`src/rtl/zion_rf_rd_channel_array.sv`:
```
// Integer register file with NUM_RD registered read channels (1-cycle latency,
// write-to-read bypass, per-channel stall hold) and NUM_WR prioritised write ports.
module zion_rf_rd_channel_array #(
    parameter int RV64     = 0,
    parameter int ADDR_W   = 5,
    parameter int NUM_RD   = 2,
    parameter int NUM_WR   = 1,
    parameter int ZERO_REG = 1,
    localparam int XLEN    = 32 * (1 + RV64)
) (
    input  logic                     clk,
    input  logic                     rst,
    input  logic [NUM_RD-1:0]        rd_vld,
    input  logic [NUM_RD*ADDR_W-1:0] rd_rs,
    input  logic [NUM_RD-1:0]        rd_stall,
    output logic [NUM_RD*XLEN-1:0]   rd_dat,
    output logic [NUM_RD-1:0]        rd_dat_vld,
    input  logic [NUM_WR-1:0]        wr_en,
    input  logic [NUM_WR*ADDR_W-1:0] wr_rd,
    input  logic [NUM_WR*XLEN-1:0]   wr_dat
);

    localparam int  NUM_REGS  = 2 ** ADDR_W;
    localparam bit  HARD_ZERO = (ZERO_REG != 0);

    logic [XLEN-1:0]   regs [NUM_REGS];
    logic [ADDR_W-1:0] wr_idx [NUM_WR];
    logic [XLEN-1:0]   wr_val [NUM_WR];
    logic [NUM_WR-1:0] wr_ok;

    for (genvar p = 0; p < NUM_WR; p++) begin : g_wr
        assign wr_idx[p] = wr_rd[p*ADDR_W +: ADDR_W];
        assign wr_val[p] = wr_dat[p*XLEN +: XLEN];
        // Writes to the hardwired zero register are dropped entirely.
        assign wr_ok[p]  = wr_en[p] && !(HARD_ZERO && (wr_idx[p] == '0));
    end

    // Higher port index is applied last, so it wins on a same-index conflict.
    always_ff @(posedge clk) begin
        if (rst) begin
            for (int r = 0; r < NUM_REGS; r++) begin
                regs[r] <= '0;
            end
        end else begin
            for (int p = 0; p < NUM_WR; p++) begin
                if (wr_ok[p]) begin
                    regs[wr_idx[p]] <= wr_val[p];
                end
            end
        end
    end

    for (genvar i = 0; i < NUM_RD; i++) begin : g_rd
        logic [ADDR_W-1:0] rs;
        logic [XLEN-1:0]   rd_next;
        logic [XLEN-1:0]   dat_q;
        logic              vld_q;

        assign rs = rd_rs[i*ADDR_W +: ADDR_W];

        // Bypass follows the same port priority as the write itself.
        always_comb begin
            rd_next = regs[rs];
            for (int p = 0; p < NUM_WR; p++) begin
                if (wr_ok[p] && (wr_idx[p] == rs)) begin
                    rd_next = wr_val[p];
                end
            end
            if (HARD_ZERO && (rs == '0)) begin
                rd_next = '0;
            end
        end

        // Stalled data is deliberately not refreshed by later writes.
        always_ff @(posedge clk) begin
            if (rst) begin
                dat_q <= '0;
                vld_q <= 1'b0;
            end else if (!rd_stall[i]) begin
                vld_q <= rd_vld[i];
                if (rd_vld[i]) begin
                    dat_q <= rd_next;
                end
            end
        end

        assign rd_dat[i*XLEN +: XLEN] = dat_q;
        assign rd_dat_vld[i]          = vld_q;
    end

endmodule
```
`config.mk`:
```
export PLATFORM = sky130hd
export DESIGN_NAME = zion_rf_rd_channel_array
export DESIGN_NICKNAME = d
export VERILOG_FILES = /design/src/rtl/zion_rf_rd_channel_array.sv
export SDC_FILE = /design/constraint.sdc
export NUM_CORES = 2
export LEC_CHECK = 0
export ABC_AREA = 1
export CAP_MARGIN = 0
export CORE_MARGIN = 10
export CORE_UTILIZATION = 30
export DETAILED_ROUTE_END_ITERATION = 10
export GPL_ROUTABILITY_DRIVEN = 0
export GPL_TIMING_DRIVEN = 0
export PLACE_DENSITY = 0.54
export REMOVE_ABC_BUFFERS = 1
export SETUP_SLACK_MARGIN = 0.15
export SLEW_MARGIN = 20
export SYNTH_ARGS = -nofsm -noshare
export SYNTH_HDL_FRONTEND = slang
export SYNTH_SLANG_ARGS = --single-unit
```
`constraint.sdc`:
```
create_clock -name clk -period 3.05 [get_ports clk]
set_input_delay 0.4575 -clock clk [delete_from_list [all_inputs] [get_ports clk]]
set_output_delay 0.4575 -clock clk [all_outputs]
set_load 0.01 [all_outputs]
```
# ---- Yosys cells after proc, flatten, opt, wreduce, memory -nomap -nowiden
# Memory sizes are Yosys's and may differ from the RTL's.
# Index checks and enable logic that the tools add are counted.
dict set report classes {
  mux 12
  bitwise_logic 2
  eq_ne 2
  reduce_logical 10
}
# cell count
set ops {}
lappend ops {{$mux W32} 5}
lappend ops {{$reduce_or A32 Y1} 1}
lappend ops {{$logic_not A5 Y1} 3}
lappend ops {{$eq A5 B5 Y1} 2}
lappend ops {{$mux W1} 6}
lappend ops {{$mux W5} 1}
lappend ops {{$reduce_and A2 Y1} 2}
lappend ops {{$logic_and A1 B1 Y1} 3}
lappend ops {{$not A1 Y1} 2}
lappend ops {{$logic_not A1 Y1} 1}
dict set report totals {
  mem_count 1
  wordCells 31
  ram_bits 1024
  regBits 66
  output_inout_bits 66
}
# memory words word_bits read_ports rd_ports_with_merged_regs write_ports line_no
set memory_table {}
lappend memory_table {regs 32 32 2 0 32 26} ;# logic [XLEN-1:0] regs [NUM_REGS];

# ---- Logic depth before layout (Yosys ltp)
dict set report logic_depth {
  ltp_word 8
  ltp_mapped 14
  mapped_depth_nobuf 11
}

# ---- Worst setup path after synthesis
# OpenSTA, ideal clock, no wires.
dict set report synth_path {
  path_kind {input-to-reg}
  start {input wr_rd[4]}
  end {memory regs[17][0] (netlist bit) (enable)}
  path_slack_ns 0.351
  n_path_buf 2
  required_ns 2.661
  cell_stages 10
  t_arrival_ns 2.310
  cell_sequence {buf_2 > inv_1 > nand3_1 > o21ai_1 > nor2_1 > nand3_1 > inv_1 > nand2_1 > buf_2 > nand2_1}
}
# item line_no
set synth_lines {}
lappend synth_lines {{start: declaration} 19} ;# input logic [NUM_WR*ADDR_W-1:0] wr_rd,
lappend synth_lines {{end: declaration} 26}

# ---- Worst setup path after layout
dict set report layout_path {
  start {input rd_rs[2]}
  end {register g_rd[0].dat_q[29]}
}
dict set report layout_via {
  elab_chain_len 4
}
# item line_no
set layout_lines {}
lappend layout_lines {{start: declaration} 14} ;# input logic [NUM_RD*ADDR_W-1:0] rd_rs,
lappend layout_lines {{branches (longest 3 deep; another with $mem_v2 Z32 W32)} --}
lappend layout_lines {{$mux W32 (*)} 69} ;# if (HARD_ZERO && (rs == '0)) begin
lappend layout_lines {{end signal: assignment} 82} ;# dat_q <= rd_next;
lappend layout_lines {{end: declaration} 56} ;# logic [XLEN-1:0] dat_q;
# Every way passes the cells marked *.
# A chain may end at the register's enable or synchronous reset.

==> summary.txt <==
Outcome
  • Status: complete, no violations

Logic synthesis
  • Ranking of synthesized cells by area: edfxtp_1, nand2_1, nand3_1, nor2_1, inv_1
  • FFs w/ async S/R, synth: 0%
  • Synth Cell Area: just over 0.06 mm²
  • FF+latch count, synth: 1090
  • Post-synth EDFFs: around 1000
  • Synth Area per Inst: approximately 7.4 µm²
  • Cells after Synth: 8400
  • Count leader, synth: nand2_1
  • Main flop type after synthesis: edfxtp_1
  • Top cells by count, synth: nand2_1, nor2_1, nand3_1, edfxtp_1, inv_1
  • Syn. warnings: 0
  • Synth area leader: edfxtp_1
  • Yosys top cell area share: between 40% and 50%
  • Register area share after synthesis: around half
  • Synth unique cells: 20

STA
  • Slew @ Worst Pin: between 1 and 1.5 ns
  • Pins Over Slew Limit: 0
  • Period minus WS final: 2.90 ns
  • RSZ-0062 raised after global routing: false
  • Period utilization: a little over nine tenths
  • Fin Setup TNS: 0 ns
  • Slew margin rel.: between 20% and 30%
  • Max Clock Freq: 345 MHz
  • # setup viols final: 0
  • Final Hold Vio Count: 0
  • Final Skew: around 0.034 ns

Power and ir drop
  • Lkg Pwr: between 30 and 40 nW
  • Switching Fraction: between 20% and 30%
  • Logic pwr share: ~15%
  • Peak supply drop: 401 µV
  • Clock Power Share: 38.4%
  • Sequential group share of total power: a little under half
  • P_sw: ~0.011 W
  • Power density over cell area: roughly 530 mW/mm²
  • Internal: approximately 0.027 W

Detailed routing
  • Drt wl/cell: roughly 24 µm
  • DR vias/cell: around 5.3
  • Vias: slightly below 60000
  • DR DRC count: 0
  • Initial drt markers: 7666
  • TritonRoute pass-1 iters: 8
  • Antenna Nets Post-Route: 0
  • Total length of routed wires: 257 mm

GRT
  • GRT Residual Overflow: 0
  • Total GRT Usage: a little over a fifth
  • Vias in the first global route: roughly 53000
  • Initial antenna violation count: 5
  • Largest net degree at the start of global routing: 120
  • First-pass GRT wire length: 364 mm

Worst setup path
  • RR Endpoint: g_rd[0].dat_q[2]
  • Critical Path AT: about 3.5 ns
  • Worst setup EP type: flip-flop
  • Element type at the critical path start: input pin
  • Setup CP Type: in -> reg
  • Highest net fanout along the worst path: 53
  • Reg2Reg Depth: 10
  • FF-to-FF setup slack: between 1 and 1.5 ns
  • RR Startpoint: regs[23][2]
  • Worst Path Required: ~3.7 ns
  • Crit. Startpoint: rd_rs[2]
  • CP Capture Point: g_rd[0].dat_q[29]

Flow run
  • Max-Cap Viols: 0

Clocking
  • TritonCTS Buffers: roughly 120
  • CTS Buffer Depth: 3
  • H-tree depth: 3
  • TritonCTS sink count: between 1000 and 1500
  • CTS tree: yes
  • Cts-stage hold buffer count: 0
  • Clk slew on worst S/H paths: about 0.070 ns
  • CTS root buffer: clkbuf_16
  • Skew-Pair Late Insertion Delay: ~0.77 ns

Layout
  • Share of cells above drive strength 1: around 5%
  • Register area: about 0.032 mm²
  • Final net count: 8187
  • FILL cells: between 20000 and 25000
  • Non-Filler Instances: approximately 11000
  • Area grow syn2layout: 14.9%
  • Multi-input gate area: approximately 0.025 mm²

Placed design
  • # port buffers: around 120
  • Inst Count DP: roughly 11000
  • Detailed Place HPWL: between 100 and 150 mm

Floorplan
  • Die ar.: around 0.22 mm²
  • Die width: roughly 470 µm
  • Initial Util: 30.2%
  • Core Region: ~0.20 mm²
  • Top Ports: 120
  • Die H: 474 µm
  • Rows: roughly 170

Worst hold path
  • Min-Delay Path Class: in -> reg
-- layer usage --
metal	part of all wire (%)	track usage (%)	vias to the layer above
met5	0.0074	0	-
met4	6.3	12.7	4
met3	11	3.99	729
met2	44	33.5	3527
met1	39	28.8	27499
li1	-	-	25924
-- cells in the final DEF, fill, tap and decap left out, drive strengths merged --
master / count
nand4: 2
conb: 32
nor2: 1456
o21ai: 160
clkinvlp: 5
clkinv: 60
inv: 874
nor3: 7
nand2: 2836
xnor2: 6
xor2: 1
clkdlybuf4s50: 105
clkbuf: 150
o211ai: 62
a21oi: 131
diode: 1
dfxtp: 66
buf: 115
edfxtp: 1024
nand3: 1126
bufinv: 11
-- flip-flops by register name (all words and copies together), names as in the netlist --
name	cells
regs	1024
g_rd.dat_q	64
g_rd.vld_q	2
-- how the worst min path moves through the flow --
stage,cells past startpoint,startpoint,endpoint
after floorplan,2,g_rd[0].vld_q,g_rd[0].vld_q
after global placement,2,g_rd[1].vld_q,g_rd[1].vld_q
after detailed placement,2,g_rd[0].vld_q,g_rd[0].vld_q
after CTS,2,rst,g_rd[0].dat_q[7]
after global routing,1,rst,regs[0][14]
final,1,rst,regs[0][14]
-- repair_timing --
item / 4_1_cts / 5_1_grt
buffers inserted: 14 / 0
cloned: 4 / 2
endpoints found under the hold margin: 0 / 0
gates resized for setup: 58 / 14
pin swaps: 4 / 0
endpoints found under the setup margin: 977 / 838
-- metrics by stage --
| stage | total power (W) | hold slack, ns | setup WS (ns) | instance area, µm² | utilization [%] |
|---|---|---|---|---|---|
| floorplan | 0.0205 | 0.474 | -3.47 | 59300 | - |
| global placement | 0.0241 | 0.448 | -83.73 | 63800 | 31.2 |
| detailed placement | 0.0231 | 0.454 | -1.27 | 66600 | 32.5 |
| CTS | 0.0374 | 0.103 | 0.163 | 70900 | 34.6 |
| global route | 0.0386 | 0.158 | 0.161 | 71000 | 34.7 |
| finish | 0.0375 | 0.139 | 0.154 | 71000 | 34.7 |
-- logic make-up (layout without fill, tap and decap cells) --
group | Yosys count | after routing | synth area share (%)
AO/OA/AOI/OAI | 353 | 353 | 3.11
XOR/XNOR | 7 | 7 | 0.0992
buffers and inverters | 1525 | 1320 | 9.66
flip-flops | 1090 | 1090 | 51.9
other | 1 | 33 | 0.00607
AND/OR/NAND/NOR | 5424 | 5427 | 35.2
-- critical path, cell delays in order --
cell	delay (ns)
buf_6	0.16
buf_16	0.25
nor2_1	0.33
inv_6	0.25
buf_12	0.27
o21ai_0	0.25
clkinv_2	0.42
buf_12	0.33
o21ai_0	0.10
inv_1	0.06
nand2_1	0.38
a21oi_1	0.12
-- power groups by stage --
stage	Sequential, W	Combinational (W)	Clock [W]
2_1_floorplan	0.0178	0.00271	0
3_3_place_gp	0.0178	0.00623	0
3_5_place_dp	0.0178	0.00533	0
4_1_cts	0.0175	0.00543	0.0145
5_1_grt	0.0176	0.00597	0.0151
6_report	0.0175	0.00557	0.0144
-- area by class of cell --
type	count	area share, %
antenna	1	0.00352
clock buffer	145	4.34
clock inverter	70	0.895
inverter	880	4.74
multi-input combinational	5819	35.0
sequential	1090	45.2
tap	2688	4.74
timing repair buffer	225	5.16
Note: power is estimated with default switching activity, not from simulation.
